**src/rtl/div_unit.sv**
```systemverilog
// rtl/div_unit.sv - 32-bit restoring radix-2 divider (DIV/DIVU), hilo result layout
module div_unit (
  input  logic        clk,
  input  logic        resetn,
  input  logic [31:0] A,
  input  logic [31:0] B,
  input  logic        signed_div,
  input  logic        start,
  input  logic        cancel,
  output logic [63:0] res,
  output logic        ready,
  output logic        busy
);

  typedef enum logic [1:0] {IDLE, CALC, DONE} state_t;

  state_t      state_q, state_d;
  logic [4:0]  cnt_q, cnt_d;
  logic [31:0] rem_q, rem_d;
  logic [31:0] quo_q, quo_d;
  logic [31:0] dvs_q, dvs_d;
  logic        qneg_q, qneg_d;
  logic        rneg_q, rneg_d;
  logic [63:0] res_q, res_d;
  logic        ready_q, ready_d;
  logic        busy_q, busy_d;

  logic [32:0] trial, diff;
  logic        take;
  logic [31:0] rem_nx, quo_nx;
  logic [31:0] abs_a, abs_b;

  always_comb begin
    state_d = state_q;
    cnt_d   = cnt_q;
    rem_d   = rem_q;
    quo_d   = quo_q;
    dvs_d   = dvs_q;
    qneg_d  = qneg_q;
    rneg_d  = rneg_q;
    res_d   = res_q;
    ready_d = 1'b0;

    // quo_q starts as the dividend magnitude and shifts out MSB-first while quotient bits shift in
    trial  = {rem_q, quo_q[31]};
    diff   = trial - {1'b0, dvs_q};
    take   = ~diff[32];
    rem_nx = take ? diff[31:0] : trial[31:0];
    quo_nx = {quo_q[30:0], take};

    abs_a = (signed_div && A[31]) ? -A : A;
    abs_b = (signed_div && B[31]) ? -B : B;

    case (state_q)
      IDLE: begin
        if (start && !cancel) begin
          quo_d  = abs_a;
          dvs_d  = abs_b;
          rem_d  = 32'd0;
          cnt_d  = 5'd0;
          qneg_d = signed_div && (A[31] ^ B[31]);
          rneg_d = signed_div && A[31];
          if (B == 32'd0) begin
            state_d = DONE;
            res_d   = {A, 32'hFFFF_FFFF};
            ready_d = 1'b1;
          end else begin
            state_d = CALC;
          end
        end
      end
      CALC: begin
        rem_d = rem_nx;
        quo_d = quo_nx;
        cnt_d = cnt_q + 5'd1;
        if (cnt_q == 5'd31) begin
          state_d = DONE;
          ready_d = 1'b1;
          res_d   = {(rneg_q ? -rem_nx : rem_nx), (qneg_q ? -quo_nx : quo_nx)};
        end
      end
      DONE: begin
        state_d = IDLE;
      end
      default: begin
        state_d = IDLE;
      end
    endcase

    if (cancel) begin
      state_d = IDLE;
      cnt_d   = 5'd0;
      res_d   = res_q;
      ready_d = 1'b0;
    end

    busy_d = (state_d != IDLE);
  end

  always_ff @(posedge clk or negedge resetn) begin
    if (!resetn) begin
      state_q <= IDLE;
      cnt_q   <= 5'd0;
      rem_q   <= 32'd0;
      quo_q   <= 32'd0;
      dvs_q   <= 32'd0;
      qneg_q  <= 1'b0;
      rneg_q  <= 1'b0;
      res_q   <= 64'd0;
      ready_q <= 1'b0;
      busy_q  <= 1'b0;
    end else begin
      state_q <= state_d;
      cnt_q   <= cnt_d;
      rem_q   <= rem_d;
      quo_q   <= quo_d;
      dvs_q   <= dvs_d;
      qneg_q  <= qneg_d;
      rneg_q  <= rneg_d;
      res_q   <= res_d;
      ready_q <= ready_d;
      busy_q  <= busy_d;
    end
  end

  assign res   = res_q;
  assign ready = ready_q;
  assign busy  = busy_q;

endmodule

```
**config.mk**
```make
export PLATFORM = sky130hd
export DESIGN_NAME = div_unit
export DESIGN_NICKNAME = d
export VERILOG_FILES = /design/src/rtl/div_unit.sv
export SDC_FILE = /design/constraint.sdc
export NUM_CORES = 1
export LEC_CHECK = 0
export BUFFER_PORTS_ARGS = -buffer_cell sky130_fd_sc_hd__buf_2
export CAP_MARGIN = 30
export CORE_MARGIN = 4
export CORE_UTILIZATION = 30
export DETAILED_ROUTE_END_ITERATION = 10
export PLACE_DENSITY = 0.45
export SLEW_MARGIN = 20
export SYNTH_ARGS = -nofsm -noshare
export SYNTH_HDL_FRONTEND = slang
export SYNTH_SLANG_ARGS = --single-unit
```
**constraint.sdc**
```tcl
create_clock -name clk -period 16.2 [get_ports clk]
set_input_delay 0 -clock clk [delete_from_list [all_inputs] [get_ports clk]]
set_output_delay 0 -clock clk [all_outputs]
set_load 0.005 [all_outputs]
```
Yosys cells after proc, flatten, opt, wreduce, memory -nomap -nowiden
Index checks and enable logic that the tools add are counted.
{"block": "word_totals", "output_inout_bits": 66, "mem_count": 0, "wordCells": 65, "inputBits": 69, "mem_bits_ro": 0, "latchBits": 0, "ramBits": 0, "regBits": 171}
{"block": "op_classes", "order_cmp": 0, "muxes": 26, "shift": 0, "n_eq_ne": 6, "reduce_logical": 14, "n_bitwise": 3, "div": 0, "n_addsub": 6, "multipliers": 0}
{"op": "$mux 32", "n": 7}
{"op": "$mux 64", "n": 3}
{"op": "$neg 32->32", "n": 4}
{"op": "$pmux 32 s2", "n": 2}
{"op": "$pmux 64 s2", "n": 1}
{"op": "$sub 33x32->33", "n": 1}
{"op": "$logic_not 32->1", "n": 1}
{"op": "$mux 5", "n": 2}
{"op": "$pmux 5 s2", "n": 1}
{"op": "$mux 2", "n": 4}
{"op": "$ne 2x2->1 const B", "n": 3}
{"op": "$reduce_and 2->1", "n": 3}
{"op": "$add 5x1->5 const B", "n": 1}
{"op": "$eq 5x5->1 const B", "n": 1}
{"op": "$reduce_and 5->1", "n": 1}
{"op": "$logic_and 1x1->1", "n": 4}
{"op": "$mux 1", "n": 4}
{"op": "$pmux 2 s2", "n": 1}
{"op": "$reduce_bool 2->1", "n": 2}
{"op": "$ne 3x3->1 const B", "n": 1}
{"op": "$reduce_bool 3->1", "n": 1}
{"op": "$eq 2x1->1 const B", "n": 1}
{"op": "$logic_not 2->1", "n": 1}
{"op": "$not 1->1", "n": 2}
{"op": "other kinds (3)", "n": 3}

Depth between registers and ports, before layout
Gate-level depths: netlist of the first run.
{"block": "logic_depth", "depth_word": 6, "ltp_mapped": 21, "ltp_nobuf": 19}

Worst setup path after synthesis of the first run
OpenSTA, ideal clock, no wires.
{"block": "synth_timing", "path_type": "reg2reg", "start": "reg quo_q[31]", "end": "reg res_q[62] (netlist: res[62])", "stages_incl_launch_ff": 22, "arrival_ns": 4.961, "setup_time_ns": 0.135, "slack_ns": 11.104, "period_less_slack_ns": 5.096, "cell_sequence": "dfrtp_1 inv_1 ha_1 inv_1 fa_1 a21o_1 a221o_1 a32o_1 o21a_1 o211a_1 inv_2 clkbuf_1 clkbuf_1 mux2i_1 ha_1 nand3_1 nor4b_2 o21bai_2 or4_4 o31ai_2 xnor2_1 o22ai_1"}
{"block": "synth_via", "elab_chain_len": 6}
{"element": "from (decl)", "line": "20", "rtl": "logic [31:0] quo_q, quo_d;"}
{"element": "from (signal assigned)", "line": "116", "rtl": "quo_q <= quo_d;"}
{"element": "$sub 33x32->33", "line": "46", "rtl": "diff = trial - {1'b0, dvs_q};"}
{"element": "$mux 32 (*)", "line": "48", "rtl": "rem_nx = take ? diff[31:0] : trial[31:0];"}
{"element": "$neg 32->32", "line": "79", "rtl": "res_d = {(rneg_q ? -rem_nx : rem_nx), (qneg_q ? -quo_nx : quo_nx)};"}
{"element": "$mux 32 (*)", "line": "79"}
{"element": "$mux 64 (*)", "line": "76", "rtl": "if (cnt_q == 5'd31) begin"}
{"element": "$pmux 64 s2 (*)", "line": "54", "rtl": "case (state_q)"}
{"element": "to (signal assigned)", "line": "120", "rtl": "res_q <= res_d;"}
{"element": "to (decl)", "line": "24", "rtl": "logic [63:0] res_q, res_d;"}
Mark *: on every way between the ends. The rest lies on a longest branch, timed or not. The select of a mux whose other input is x is not followed.
A chain may end at the register's enable or synchronous reset.

Final worst setup path of the first run
Same ends and word-level chain as after synthesis.

==> impl_metrics.json, run 1 <==
{
  "r2r_cells": 21,
  "swShare": 0.4965,
  "holdWs_ns": 0.05177,
  "synth-seq-area-share": 0.3481,
  "p_seq_frac": 0.235,
  "drv_slew": 0,
  "maxCapViolations": 0,
  "worst_pin_slew_ns": 0.9454,
  "antenna_left": 0,
  "clock_skew_ns": 0.01458,
  "coreArea_mm2": 0.04010,
  "initial_core_util": 0.3066,
  "grtUsageTotal": 0.1900,
  "nNetsFinal": 1794,
  "yosysMostFrequentCell": "nand2_1",
  "final_util": 0.3678,
  "min_period_ns": 5.809,
  "path_clk_slew_ns": 0.08,
  "powerDensity_mw_per_mm2": 184.2,
  "pwr-share-comb": 0.594,
  "wl_per_cell_um": 19.01,
  "cts-resized-gates": 0,
  "ir_drop_mv": 0.08889,
  "grt_start_max_net_pins": 88,
  "drive_gt1_frac": 0.1207,
  "yosysTopAreaCellShare": 0.3481,
  "place_hpwl_mm": 31.35,
  "die_h_um": 210.4,
  "crit_path_max_fanout": 56,
  "die_area_mm2": 0.04428,
  "finalWorstSetupSlack_ns": 10.39,
  "period_share": 0.3586,
  "grt_pass1_wl_mm": 66.74,
  "r2r_setup_slack_ns": 10.39,
  "r2r-end": "res[62]",
  "grt_pass1_vias": 11410,
  "crit_type": "flop to flop",
  "cts_buffers": 17,
  "synth.area.top_cells": "dfrtp_1 (35%), nand2_1 (6.4%), xnor2_1 (5.5%), o21ai_0 (5.4%), nor2_1 (4.3%)",
  "setup_violations": 0,
  "drc": 0,
  "grt_setup_unrepaired": "false",
  "crit_start": "quo_q[31]",
  "hp-class": "primary input to flop",
  "required_ns": 16.51,
  "num-fill-cells": 4242,
  "final-hold-violation-count": 0,
  "fmax_mhz": 172.1,
  "r2r-start": "quo_q[31]",
  "die_w_um": 210.4,
  "yosys_warnings": 0,
  "tritoncts": "yes",
  "gp_congestion": 0.8943,
  "vias": 11640,
  "io_buffers": 134,
  "wirelength_mm": 42.29,
  "synthesis.nets": 1649,
  "vias_per_cell": 5.236,
  "start_kind": "flop",
  "area_delta_synth_final_pct": 19.97,
  "dp_slack_ns": 10.41,
  "p_switching_mw": 1.349,
  "insertion_delay_ns": 0.46,
  "clock_power_share": 0.171,
  "dp_cells": 2121,
  "cp-endpoint": "res[62]",
  "num_rows": 73,
  "synth_cell_types": 73,
  "p_int_mw": 1.368,
  "postSynthAreaPerCell_um2": 7.977,
  "worstPathArrival_ns": 6.12,
  "synth_edf_count": 0,
  "ctsRootBufferMaster": "clkbuf_16",
  "relSlewSlack": 0.3697,
  "cp-end-kind": "flop",
  "stdcell_count": 2224,
  "synthTopCellsByCount": "nand2_1 (211), dfrtp_1 (171), nor2_1 (140)",
  "h-tree-depth": 4,
  "timing.setup.tns_ns": 0,
  "ys_seq_elements": 171,
  "cts_buffer_depth": 2,
  "p_leak_nw": 6.265,
  "drtPass1Iterations": 5,
  "synth_area_mm2": 0.01229,
  "synth_area_leader_cell": "dfrtp_1",
  "drt_iter0_markers": 845,
  "antenna_cells": 0,
  "ios": 135,
  "synth_cells": 1541,
  "gr-total-overflow": 0,
  "ys.flop_type": "dfrtp_1",
  "status": "finished, final reports clean",
  "cts_sinks": 171,
  "antenna_found_initial": 0,
  "synthArstFlopShare": 1.000
}
timing repair:
action                    CTS  global route
hold buffers               70             0
buffers inserted            0             0
hold endpoints to repair  142             0
state kept, by name, indices dropped and copies added, names as in the netlist:
| signal | flops |
|---|---|
| res | 64 |
| qneg_q | 1 |
| cnt_q | 5 |
| dvs_q | 32 |
| quo_q | 32 |
| state_q | 2 |
| busy | 1 |
| rem_q | 32 |
| rneg_q | 1 |
| ready | 1 |
metal layers:
| layer | part of all wire | track usage |
|---|---|---|
| met1 | 0.48 | 0.2643 |
| met2 | 0.47 | 0.3146 |
| met3 | 0.037 | 0.02694 |
| met4 | 0.014 | 0.04494 |
| met5 | 0 | 0 |
worst min-delay path by stage:
stage	start	end	slack, ns	cells after the start
2_1_floorplan	resetn	busy	-0.30	0
3_3_place_gp	resetn	res[38]	0.01	1
3_5_place_dp	resetn	res[40]	0.007	1
4_1_cts	start	cnt_q[0]	0.03	4
5_1_grt	start	cnt_q[2]	0.07	4
6_report	start	cnt_q[0]	0.05	4
critical path: stages (launching register included):
cell      delay (ns)
dfrtp_1         0.41
inv_1           0.10
ha_1            0.18
inv_1           0.05
fa_1            0.39
a21o_1          0.21
a221o_1         0.40
a32o_1          0.34
o21a_1          0.18
o211a_2         0.25
buf_4           0.33
inv_2           0.10
buf_4           0.36
mux2i_1         0.33
ha_1            0.28
nand3_1         0.13
nor4b_2         0.30
o21bai_2        0.18
or4_4           0.58
o31ai_2         0.28
xnor2_1         0.15
o22ai_1         0.09
through the flow:
step	power, mW	cell area [um2]
after floorplan	1.776	12290
after global placement	2.238	13390
after detailed placement	2.229	13390
after CTS	2.717	14740
after global routing	2.939	14750
final	2.717	14750
power groups by stage:
stage | Sequential, mW | Clock [mW] | Combinational (mW)
after global routing | 0.650 | 0.497 | 1.79
final | 0.637 | 0.465 | 1.61
after global placement | 0.638 | 0 | 1.60
after CTS | 0.634 | 0.476 | 1.61
after floorplan | 0.589 | 0 | 1.19
after detailed placement | 0.642 | 0 | 1.59
cell usage in the layout, fill, tap and decap left out, types with 34 or more instances in the layout:
cell,n
a31oi_1,50
xnor2_1,77
a21oi_1,100
o21ai_0,133
ha_1,38
dfrtp_1,171
nor2_1,140
nor3_1,43
mux2i_1,34
nand3_1,49
xor2_1,60
buf_2,133
inv_1,49
dlygate4sd3_1,70
nand2_1,210
final cells by class:
class	count	area (um2)	share of cell area
inverters	51	191.4	0.01298
repair buffers	217	1473	0.09986
flip-flops and latches	171	4279	0.2901
well taps	525	656.9	0.04454
multi-input cells	1228	7497	0.5084
clock buffers	17	425.4	0.02885
clock inverters	15	225.2	0.01527
cell families after synthesis:
logic type,Yosys count,share of synthesized area
simple gates,565,0.2113
fa+ha+maj,39,0.04031
mux,38,0.03135
xor+xnor,137,0.09761
compound gates,449,0.2271
buf+inv,142,0.04428
flops,171,0.3481
(Power assumes the default switching activity.)
==> run 2, diff against run 1 <==
==> constraint.sdc (replaced) <==
create_clock -name clk -period 5.5 [get_ports clk]
set_input_delay 0 -clock clk [delete_from_list [all_inputs] [get_ports clk]]
set_output_delay 0 -clock clk [all_outputs]
set_load 0.005 [all_outputs]
==> impl_metrics.json, run 2 (synthesis results as in run 1) <==
{
  "status": "finished, final reports clean",
  "hp-class": "primary input to flop",
  "required_ns": 5.83,
  "stdcell_count": 2230,
  "slowest_delay_ns": 0.57,
  "busiest_layer": "met2",
  "die_h_um": 210.4,
  "ctsRootBufferMaster": "clkbuf_16",
  "cts_sinks": 171,
  "antenna_left": 0,
  "grt_start_max_net_pins": 87,
  "layout_commonest_cell": "nand2_1",
  "clock_skew_ns": 0.02051,
  "use_met3": 0.02545,
  "gr-total-overflow": 0,
  "relSlewSlack": 0.3907,
  "r2r_setup_slack_ns": 0.55,
  "setup_violations": 0,
  "num_rows": 73,
  "cp-end-kind": "flop",
  "cp_cell_sequence": "inv_1 -> ha_1 -> inv_1 -> fa_1 -> a21o_1 -> a221o_1 -> a32o_1 -> o21a_1 -> o211a_2 -> inv_2 -> mux2i_1 -> ha_1 -> nand3_1 -> nor4b_2 -> o21bai_2 -> or4_4 -> o31ai_2 -> xnor2_1 -> o22ai_1",
  "die_w_um": 210.4,
  "grt_pass1_vias": 11440,
  "path_clk_slew_ns": 0.08,
  "h-tree-depth": 4,
  "gp_congestion": 0.8373,
  "powerDensity_mw_per_mm2": 535.1,
  "ir_drop_mv": 0.3132,
  "crit_path_max_fanout": 6,
  "drt_iter0_markers": 886,
  "timing.setup.tns_ns": 0,
  "cts_buffers": 17,
  "grt_util_met1": 0.2652,
  "grt_pass1_wl_mm": 66.71,
  "grtUsageTotal": 0.1893,
  "drc": 0,
  "num-fill-cells": 4216,
  "maxCapViolations": 0,
  "crit_start": "quo_q[31]",
  "cp.depth": 19,
  "tritoncts": "yes",
  "crit_type": "flop to flop",
  "holdWs_ns": 0.04467,
  "ios": 135,
  "nNetsFinal": 1800,
  "insertion_delay_ns": 0.47,
  "vias_per_cell": 5.203,
  "grt_setup_unrepaired": "false",
  "slowest_stage": "or4_4",
  "worstPathArrival_ns": 5.28,
  "io_buffers": 134,
  "wl_per_cell_um": 18.80,
  "cts-resized-gates": 0,
  "r2r-start": "quo_q[31]",
  "r2r-end": "res[62]",
  "die_area_mm2": 0.04428,
  "drive_gt1_frac": 0.1226,
  "coreArea_mm2": 0.04010,
  "worst_pin_slew_ns": 0.9140,
  "vias": 11600,
  "place_hpwl_mm": 31.45,
  "cts_buffer_depth": 2,
  "fmax_mhz": 201.9,
  "area_delta_synth_final_pct": 20.55,
  "drtPass1Iterations": 5,
  "antenna_cells": 0,
  "drv_slew": 0,
  "r2r_cells": 19,
  "path_buf_inv": 3,
  "initial_core_util": 0.3066,
  "final_cell_mix": "nand2_1 (210), dfrtp_1 (171), nor2_1 (140)",
  "min_path_cells": 4,
  "start_kind": "flop",
  "cp-endpoint": "res[62]",
  "min_period_ns": 4.954,
  "final-hold-violation-count": 0,
  "period_share": 0.9007,
  "p_leak_nw": 6.291,
  "postCtsSetupBuffers": 0,
  "antenna_found_initial": 0,
  "wirelength_mm": 41.92,
  "dp_cells": 2124,
  "largest_reg_flops": 64,
  "gr-usage-met2": 0.3095,
  "crit_family": "compound AO/OA/AOI/OAI gates"
}
-- run 2: cell types whose count changed in the layout (fill, tap and decap cells not counted), sizes merged --
cell,delta
bufinv,-3
buf,+5
clkbuf,-1
dlygate4sd3,+2
clkinv,+3
-- run 2: area by class of cell --
type / instances / area (um2) / share of cell area
clock buffers: 17 / 425.4 / 0.02871
clock inverters: 15 / 191.4 / 0.01292
inverters: 51 / 191.4 / 0.01292
multi-input cells: 1228 / 7497 / 0.5059
flip-flops and latches: 171 / 4279 / 0.2888
well taps: 525 / 656.9 / 0.04433
repair buffers: 223 / 1578 / 0.1065
-- run 2: through the flow --
step                      power (mW)  instance area (um2)  utilization  setup slack [ns]
after global placement         6.585                13430       0.3349            0.6533
after floorplan                5.230                12290            -            0.4042
after global routing           8.572                14820       0.3696            0.1144
final                          7.930                14820       0.3696            0.5461
after detailed placement       6.577                13430       0.3349            0.5509
after CTS                      7.937                14760       0.3682            0.5182
-- run 2: worst min-delay path: stages --
cell	delay [ns]
buf_2	0.10
o21bai_1	0.14
a22oi_1	0.17
nor2_1	0.05
-- run 2: power breakdown --
part           switching, mW  leakage, nW  internal [mW]
clock network          0.659        0.296          0.620
logic                   2.99         3.87           1.79
registers              0.366         2.12           1.50
total                   4.01         6.29           3.92
-- run 2: metal layers --
layer,up-vias,share of wire,wire [um]
li1,5834,-,-
met1,5495,0.48,20330
met2,226,0.46,19350
met3,47,0.033,1403
met4,0,0.020,838
met5,-,0,0
-- run 2: worst min path at each step --
stage / from / end / slack, ns
4_1_cts: start / cnt_q[4] / 0.02
3_3_place_gp: resetn / res[40] / 0.007
5_1_grt: start / state_q[0] / 0.07
3_5_place_dp: resetn / res[40] / -0.005
2_1_floorplan: resetn / busy / -0.30
6_report: start / cnt_q[4] / 0.04
-- run 2: what timing repair did --
action / in CTS / in global routing
setup endpoints to repair: 0 / 0
endpoints found under the hold margin: 143 / 0
hold buffers: 72 / 0
